[config.mk]
export PLATFORM = sky130hd
export DESIGN_NAME = rgb_pwm_fader_flat
export DESIGN_NICKNAME = d
export VERILOG_FILES = /design/src/rtl/rgb_pwm_fader_if.sv /design/src/rtl/rgb_pwm_fader.sv /design/src/flat_wrapper.sv
export SDC_FILE = /design/constraint.sdc
export NUM_CORES = 1
export LEC_CHECK = 0
export BUFFER_PORTS_ARGS = -buffer_cell sky130_fd_sc_hd__buf_2
export CAP_MARGIN = 15
export CORE_ASPECT_RATIO = 1.2
export CORE_MARGIN = 4
export CORE_UTILIZATION = 48
export DETAILED_ROUTE_END_ITERATION = 12
export GPL_TIMING_DRIVEN = 0
export PLACE_DENSITY = 0.66
export SLEW_MARGIN = 0
export SYNTH_ARGS = -nofsm -noshare
export SYNTH_HDL_FRONTEND = slang
export SYNTH_SLANG_ARGS = --single-unit
[constraint.sdc]
create_clock -name clk -period 2 [get_ports clk]
set_input_delay 0.4 -clock clk [delete_from_list [all_inputs] [get_ports clk]]
set_output_delay 0.4 -clock clk [all_outputs]
set_load 0.005 [all_outputs]
[src/rtl/rgb_pwm_fader_if.sv]
// Colour request in, PWM LED drive and settled flag out.
// Level-sampled bundle with no handshake.
interface rgb_pwm_fader_if;
   logic [2:0] rgb;
   logic [2:0] led;
   logic       settled;

   modport master (
      output rgb,
      input  led,
      input  settled
   );

   modport slave (
      input  rgb,
      output led,
      output settled
   );
endinterface

[src/rtl/rgb_pwm_fader.sv]
// RGB on/off bits to linearly faded PWM LED drive.
// Optional gamma squaring of duty: define RGB_PWM_GAMMA_EN.
module rgb_pwm_fader #(
   parameter int PWM_BITS   = 8,
   parameter int MAX_DUTY   = 256,
   parameter int FADE_TICKS = 1024
) (
   input logic            clk,
   input logic            rst,
   rgb_pwm_fader_if.slave bus
);
   localparam int DW = PWM_BITS + 1;
   localparam int FW = (FADE_TICKS > 1) ? $clog2(FADE_TICKS) : 1;
   localparam logic [DW-1:0] FULL = DW'(MAX_DUTY);
   localparam logic [FW-1:0] LAST = FW'(FADE_TICKS - 1);

   logic [2:0]                rgb_q;
   logic [PWM_BITS-1:0]       pwm_cnt;
   logic [FW-1:0]             fade_cnt;
   logic [2:0][DW-1:0]        duty;
   logic [2:0][DW-1:0]        target;
   logic [2:0][DW-1:0]        duty_eff;
   logic [2:0]                match;
   logic [2:0]                led_q;
   logic                      step;

   assign step = (fade_cnt == LAST);

   always_comb begin
      target = '0;
      match  = '0;
      for (int i = 0; i < 3; i++) begin
         target[i] = rgb_q[i] ? FULL : '0;
         match[i]  = (duty[i] == target[i]);
      end
   end

`ifdef RGB_PWM_GAMMA_EN
   logic [2:0][2*DW-1:0] sq;

   // Squaring keeps both endpoints: 0 -> 0, 2^B -> 2^B.
   always_comb begin
      sq       = '0;
      duty_eff = '0;
      for (int i = 0; i < 3; i++) begin
         sq[i] = {{DW{1'b0}}, duty[i]} *
                 {{DW{1'b0}}, duty[i]};
         duty_eff[i] = DW'(sq[i] >> PWM_BITS);
      end
   end
`else
   always_comb begin
      duty_eff = duty;
   end
`endif

   always_ff @(posedge clk) begin
      if (rst) begin
         rgb_q    <= '0;
         pwm_cnt  <= '0;
         fade_cnt <= '0;
      end else begin
         rgb_q    <= bus.rgb;
         pwm_cnt  <= pwm_cnt + 1'b1;
         fade_cnt <= step ? '0 : fade_cnt + 1'b1;
      end
   end

   // Moving one count per step toward target cannot overshoot.
   always_ff @(posedge clk) begin
      if (rst) begin
         duty <= '0;
      end else if (step) begin
         for (int i = 0; i < 3; i++) begin
            if (duty[i] < target[i]) begin
               duty[i] <= duty[i] + 1'b1;
            end else if (duty[i] > target[i]) begin
               duty[i] <= duty[i] - 1'b1;
            end
         end
      end
   end

   always_ff @(posedge clk) begin
      if (rst) begin
         led_q <= '0;
      end else begin
         for (int i = 0; i < 3; i++) begin
            led_q[i] <= ({1'b0, pwm_cnt} < duty_eff[i]);
         end
      end
   end

   assign bus.led     = led_q;
   assign bus.settled = &match;
endmodule

[src/flat_wrapper.sv]
// flat-port wrapper written by rule: the top's interface ports become plain ports
module rgb_pwm_fader_flat 
#(
   parameter int PWM_BITS   = 8,
   parameter int MAX_DUTY   = 256,
   parameter int FADE_TICKS = 1024
)
  (clk, rst, bus_rgb, bus_led, bus_settled);
  rgb_pwm_fader_if bus_i ();
  input logic clk;
  input logic rst;
  input wire logic [$bits(bus_i.rgb)-1:0] bus_rgb;
  output wire logic [$bits(bus_i.led)-1:0] bus_led;
  output wire logic [$bits(bus_i.settled)-1:0] bus_settled;
  assign bus_i.rgb = bus_rgb;
  assign bus_led = bus_i.led;
  assign bus_settled = bus_i.settled;
  rgb_pwm_fader #(.PWM_BITS(PWM_BITS), .MAX_DUTY(MAX_DUTY), .FADE_TICKS(FADE_TICKS)) u_core (.clk(clk), .rst(rst), .bus(bus_i));
endmodule
==> impl_metrics.env, run 1 <==
export IMPL_finalSetupViolations=1
export IMPL_vias_in_the_first_global_route=3138
export IMPL_die_width_um=86.67
export IMPL_layout_setup_ws_ns=-0.01605
export IMPL_layout_area_overhead_vs_synth_pct=28.12
export IMPL_fin_crit_ns=2.016
export IMPL_cell_seen_most_often_among_critical_path_stages="ha_4"
export IMPL_power_share_clock_pct=36.2
export IMPL_switching_power_w=0.0005656
export IMPL_clock_latency_ns=0.31
export IMPL_ir_worst_vdd_v=0.0003761
export IMPL_layout_filler_cells=615
export IMPL_power_switching_share_pct=26.76
export IMPL_ant_nets=0
export IMPL_finalCritPeriodShare_pct=100.8
export IMPL_cts_htree_levels=2
export IMPL_setup_worst_path_start_class="flop"
export IMPL_p_leak_nw=1.837
export IMPL_synth_edff_count=0
export IMPL_routed_wire_length_per_instance_um=17.36
export IMPL_slew_headroom_pct=55.87
export IMPL_synth_top_family_by_area="simple AND/OR/NAND/NOR gates"
export IMPL_clkSinkCount=51
export IMPL_buffers_and_inverters_on_the_worst_path=3
export IMPL_num_rows=34
export IMPL_drtPass1Iterations=4
export IMPL_boundaryPins=9
export IMPL_total_power_w=0.002114
export IMPL_synth_avg_cell_area_um2=8.407
export IMPL_clock_fmax_mhz=496.0
export IMPL_globalRouteTotalUtil_pct=21.18
export IMPL_async_set_or_reset_register_ratio_after_synthesis_pct=0
export IMPL_drc=0
export IMPL_worst_ep_arrival_ns=2.20
export IMPL_timing_worst_setup_path_type="reg -> reg"
export IMPL_start_util_pct=49.29
export IMPL_cts_buffer_depth=2
export IMPL_max_cap_check_violation_count=0
export IMPL_post_synth_xor_area_fraction_pct=5.651
export IMPL_yosys_warnings=0
export IMPL_grt_ovfl_total=0
export IMPL_hpwl_mm=6.168
export IMPL_timing_critical_path_slowest_stage_cell="dfxtp_2"
export IMPL_ys_seq_elements=51
export IMPL_drv_slew=0
export IMPL_seqPwrFrac_pct=50.0
export IMPL_fin_worst_skew_ns=0.007742
export IMPL_numPortBuffers=8
export IMPL_yosysSeqAreaShare_pct=28.64
export IMPL_crit_fanout=5
export IMPL_drt_iter0_markers=85
export IMPL_primary_flip_flop_cell_chosen_by_synthesis_mapping="dfxtp_1"
export IMPL_core_area_mm2=0.007232
export IMPL_grt_setup_unrepaired="yes"
export IMPL_violations="setup timing"
export IMPL_numCtsBuffers=5
export IMPL_status="complete, but fails checks"
export IMPL_antennaDiodeCount=0
export IMPL_dominant_cells_by_area_after_synthesis="dfxtp_1 (29%), ha_1 (18%), inv_1 (4.2%)"
export IMPL_worstPathRequired_ns=2.18
export IMPL_cts_tree="done"
export IMPL_pin_count_of_the_biggest_net_entering_global_routing=18
export IMPL_worst_path_max_stage_delay_ns=0.35
export IMPL_share_comb_of_total_power_pct=13.8
export IMPL_synth_mux_area_fraction_pct=0.8424
export IMPL_timing_hold_violations_final=0
export IMPL_vias=3207
export IMPL_cp_cell_sequence="inv_2 > ha_4 > inv_6 > ha_4 > a211oi_2 > nor2_2 > buf_4 > a221oi_4 > mux2i_1 > o31ai_1"
export IMPL_final_layout_size_suffix_gt1_share_pct=30.45
export IMPL_postSynthNetCount=482
export IMPL_fp_dieH_um=102.4
export IMPL_clk_root_buffer_cell="clkbuf_8"
export IMPL_num_nets_final=520
export IMPL_yosysTopAreaCellShare_pct=28.64
export IMPL_final_util_pct=63.15
export IMPL_synth_largest_area_cell="dfxtp_1"
export IMPL_gp_congestion=0.8567
export IMPL_grt_first_pass_wirelength_mm=14.84
export IMPL_detailedPlace_worstSlack_ns=-0.5170
export IMPL_p_int_w=0.001548
export IMPL_ff_latch_area_mm2=0.001039
export IMPL_cts_reportedPaths_clkPinSlew_ns=0.10
export IMPL_hold_path_class="in -> reg"
export IMPL_post_drt_via_cell_ratio=5.799
export IMPL_synth_simple_gate_area_share_pct=22.01
export IMPL_grt_antenna_before_repair=0
export IMPL_powerDensity_mw_per_mm2=462.9
export IMPL_synthesized_netlist_cell_count=424
export IMPL_multi_input_area_mm2=0.002833
export IMPL_cp_top_family="compound AO/OA/AOI/OAI gates"
export IMPL_synth_compound_gate_area_share_pct=17.51
export IMPL_cp_end_kind="flop"
export IMPL_post_synth_fa_ha_maj_area_fraction_pct=19.23
export IMPL_routed_wl_mm=9.600
export IMPL_tightestPinTransition_ns=0.6620
export IMPL_mappedNetlistArea_mm2=0.003565
export IMPL_die_area_mm2=0.008875
export IMPL_yosys_cell_types_count=38
==> path summary, 6_finish.rpt <==
| path | from | endpoint | slack [ns] | cells past startpoint |
|---|---|---|---|---|
| setup reg to reg | u_core.duty[26] | u_core.duty[25] | -0.02 | 10 |
| hold / removal | bus_rgb[0] | u_core.rgb_q[0] | 0.29 | 2 |
| setup / recovery | u_core.duty[26] | u_core.duty[25] | -0.02 | 10 |
| hold reg to reg | u_core.fade_cnt[0] | u_core.fade_cnt[0] | 0.46 | 1 |
==> cells in the mapped netlist (3+ instances only) <==
library cell and instances:
dfxtp_1 51, ha_1 50, inv_1 40, nor2_1 38, nand2_1 26, a21oi_1 21, o21ai_0 19, a21o_1 18
nand3_1 18, xor2_1 17, a211oi_1 15, and3_1 13, nand2b_1 9, nor3_1 9, clkbuf_1 6, nor4_1 6
nor4b_1 6, o31ai_1 6, xnor2_1 6, and4_1 4, nand4_1 4, nor2b_1 4, or3_1 4, a221oi_1 3
a311o_1 3, a31oi_1 3, buf_1 3, buf_6 3, fa_1 3, mux2i_1 3, or2_1 3
==> logic make-up after synthesis <==
| family | count (synthesis) |
|---|---|
| multiplexers | 3 |
| flip-flops | 51 |
| adder cells (fa/ha/maj) | 53 |
| AND/OR/NAND/NOR | 149 |
| AO/OA/AOI/OAI | 93 |
| buffers and inverters | 52 |
| XOR/XNOR | 23 |
==> layout make-up <==
type / count / area share [%]
clock inverter: 3 / 1.041
buffer: 11 / 1.507
tap: 90 / 2.466
inverter: 40 / 3.781
clock buffer: 5 / 1.507
multi-input combinational: 321 / 62.03
sequential: 51 / 22.74
timing repair buffer: 32 / 4.932
==> cell usage in the layout (no fill, tap or decap), types with 7 or more instances in the layout <==
| master | Yosys | routed |
|---|---|---|
| a211oi_1 | 15 | 10 |
| a21o_1 | 18 | 18 |
| a21oi_1 | 21 | 15 |
| a21oi_2 | 2 | 7 |
| and3_1 | 13 | 11 |
| buf_2 | 0 | 10 |
| buf_4 | 0 | 21 |
| dfxtp_1 | 51 | 37 |
| dfxtp_2 | 0 | 14 |
| ha_1 | 50 | 26 |
| ha_4 | 0 | 21 |
| inv_1 | 40 | 34 |
| nand2_1 | 26 | 26 |
| nand2b_1 | 9 | 7 |
| nand3_1 | 18 | 16 |
| nor2_1 | 38 | 29 |
| nor2_2 | 0 | 7 |
| nor3_1 | 9 | 8 |
| o21ai_0 | 19 | 12 |
| xor2_1 | 17 | 17 |
==> power groups by stage <==
stage	clock, W	sequential (W)	combinational, W
2_1_floorplan	0	0.00107	0.000149
3_3_place_gp	0	0.00107	0.000203
3_5_place_dp	0	0.00107	0.000209
4_1_cts	0.000783	0.00105	0.000249
5_1_grt	0.000825	0.00106	0.000323
6_report	0.000765	0.00106	0.000292
==> registers in the layout, indices dropped and copies added (netlist names) <==
signal           flops
u_core.fade_cnt     10
u_core.duty         27
u_core.pwm_cnt       8
u_core.rgb_q         3
u_core.bus.led       3
==> through the flow <==
| stage | area (um2) | TNS [ns] | instances | hold WS [ns] |
|---|---|---|---|---|
| global route | 4567 | -0.4859 | 553 | 0.2867 |
| detailed placement | 3749 | -11.80 | 522 | 0.4380 |
| CTS | 4205 | -0.06877 | 543 | 0.2839 |
| finish | 4567 | -0.01605 | 553 | 0.2920 |
| floorplan | 3596 | -0.03711 | 424 | 0.4129 |
| global placement | 3749 | -11.45 | 522 | 0.4200 |
==> repair_timing <==
action | 4_1_cts | 5_1_grt
hold buffers | 0 | 0
resized for setup | 58 | 64
setup endpoints to repair | 22 | 37
buffers inserted | 14 | 9
pin swaps | 18 | 27
cloned | 0 | 1
==> metal layers <==
metal	up-vias	global-route usage, %	routed length, um
li1	1588	-	-
met1	1534	25.84	4105
met2	59	37.28	4915
met3	26	3.710	286
met4	0	7.554	293
met5	-	0	0
No activity file was read; power rests on OpenSTA's default activity.
==> inputs of run 2 (changes only) <==
- clock period: 2 -> 1.72 ns (I/O delays scaled with it)
==> impl_metrics.env, run 2 (synthesized netlist as in run 1, its figures left out) <==
export IMPL_post_place_cells=522
export IMPL_drc=0
export IMPL_tightestPinTransition_ns=0.6064
export IMPL_largestRegisters="u_core.duty: 27 flops, u_core.fade_cnt: 10 flops, u_core.pwm_cnt: 8 flops"
export IMPL_routed_wl_mm=9.499
export IMPL_numPortBuffers=8
export IMPL_ir_worst_vdd_v=0.0005783
export IMPL_cts_tree="done"
export IMPL_final_util_pct=65.88
export IMPL_clk_root_buffer_cell="clkbuf_8"
export IMPL_num_nets_final=525
export IMPL_setup_worst_path_start_class="flop"
export IMPL_drv_slew=0
export IMPL_timing_hold_violations_final=0
export IMPL_numCtsBuffers=5
export IMPL_routed_wire_length_per_instance_um=17.02
export IMPL_core_area_mm2=0.007232
export IMPL_worst_ep_arrival_ns=2.16
export IMPL_ant_nets=0
export IMPL_p_leak_nw=1.919
export IMPL_cts_reportedPaths_clkPinSlew_ns=0.11
export IMPL_layout_setup_ws_ns=-0.2500
export IMPL_grt_ovfl_total=0
export IMPL_clock_fmax_mhz=507.6
export IMPL_timing_worst_setup_path_type="reg -> reg"
export IMPL_layout_area_overhead_vs_synth_pct=33.66
export IMPL_cp_end_kind="flop"
export IMPL_grt_setup_unrepaired="yes"
export IMPL_fin_worst_skew_ns=0.01388
export IMPL_grt_antenna_before_repair=0
export IMPL_slew_headroom_pct=59.57
export IMPL_final_common_cell="inv_1"
export IMPL_pin_count_of_the_biggest_net_entering_global_routing=18
export IMPL_regMostFlops="u_core.duty"
export IMPL_cts_htree_levels=2
export IMPL_crit_fanout=8
export IMPL_powerDensity_mw_per_mm2=518.9
export IMPL_drtPass1Iterations=4
export IMPL_worstPathRequired_ns=1.91
export IMPL_layout_cells_most_common_list="inv_1 (33), dfxtp_1 (31), nand2_1 (26)"
export IMPL_hpwl_mm=6.425
export IMPL_globalRouteTotalUtil_pct=22.02
export IMPL_gp_congestion=0.8460
export IMPL_final_layout_size_suffix_gt1_share_pct=35.68
export IMPL_cts_hold_buffers=0
export IMPL_hold_ws_ns=0.2333
export IMPL_hold_path_class="in -> reg"
export IMPL_finalSetupViolations=18
export IMPL_detailedPlace_worstSlack_ns=-0.6698
export IMPL_clkSinkCount=51
export IMPL_start_util_pct=49.29
export IMPL_grt_first_pass_wirelength_mm=15.50
export IMPL_total_power_w=0.002472
export IMPL_fin_cells=558
export IMPL_post_drt_via_cell_ratio=5.794
export IMPL_clock_latency_ns=0.31
export IMPL_antennaDiodeCount=0
export IMPL_die_width_um=86.67
export IMPL_finalCritPeriodShare_pct=114.5
export IMPL_drt_iter0_markers=126
export IMPL_fp_dieH_um=102.4
export IMPL_max_cap_check_violation_count=0
export IMPL_largest_register_ffs=27
export IMPL_vias_in_the_first_global_route=3176
export IMPL_vias=3233
export IMPL_status="complete, but fails checks"
export IMPL_violations="setup timing"
export IMPL_num_rows=34
export IMPL_cts_buffer_depth=2
export IMPL_die_area_mm2=0.008875
export IMPL_boundaryPins=9
export IMPL_fin_crit_ns=1.970
==> run 2: final timing paths <==
kind                                startpoint               to  slack, ns  depth (start not counted)
worst min-delay path                bus_rgb[1]  u_core.rgb_q[1]       0.23                          2
worst max register to register  u_core.duty[8]   u_core.duty[7]      -0.25                          9
worst max-delay path            u_core.duty[8]   u_core.duty[7]      -0.25                          9
worst min register to register  u_core.duty[4]   u_core.duty[4]       0.52                          2
==> run 2: area by class of cell <==
cell class	count	area [um2]
Tap cell	90	112.6
Timing Repair Buffer	36	304.0
Inverter	40	180.2
Buffer	12	87.58
Multi-Input combinational cell	321	2914
Clock buffer	5	68.82
Fill cell	599	2467
Sequential cell	51	1051
Clock inverter	3	46.29
==> run 2: through the flow <==
stage / setup TNS, ns / area, um2
after global placement: -19.01 / 4034
after CTS: -2.148 / 4536
after detailed placement: -18.09 / 4034
final: -2.661 / 4765
after global routing: -4.391 / 4765
after floorplan: -0.5169 / 3881
==> run 2: critical path: stages (launching register included) <==
cell      delay [ns]
dfxtp_2         0.35
inv_2           0.05
ha_4            0.18
inv_8           0.11
ha_4            0.21
a21o_1          0.16
a21o_1          0.17
a221oi_2        0.30
mux2i_1         0.23
o31ai_1         0.08
==> run 2: where the power goes <==
part	total (W)	switching, W	internal, W
clock network	0.000883	0.000444	0.000439
logic	0.000364	0.000192	0.000171
registers	0.00123	0.0000239	0.00120
==> run 2: repair_timing <==
action                                 4_1_cts  5_1_grt
gates resized for setup                     65       28
endpoints found under the hold margin        0        0
pin swaps                                   23       29
gates cloned                                 0        1
buffers inserted                            15       12
setup endpoints to repair                   45       40
==> run 2: layer usage <==
| metal | global-route usage, % | routed length [um] | vias up |
|---|---|---|---|
| li1 | - | - | 1615 |
| met1 | 27.70 | 4178 | 1561 |
| met2 | 39.58 | 4903 | 48 |
| met3 | 2.823 | 306 | 9 |
| met4 | 5.635 | 111 | 0 |
| met5 | 0 | 0 | - |
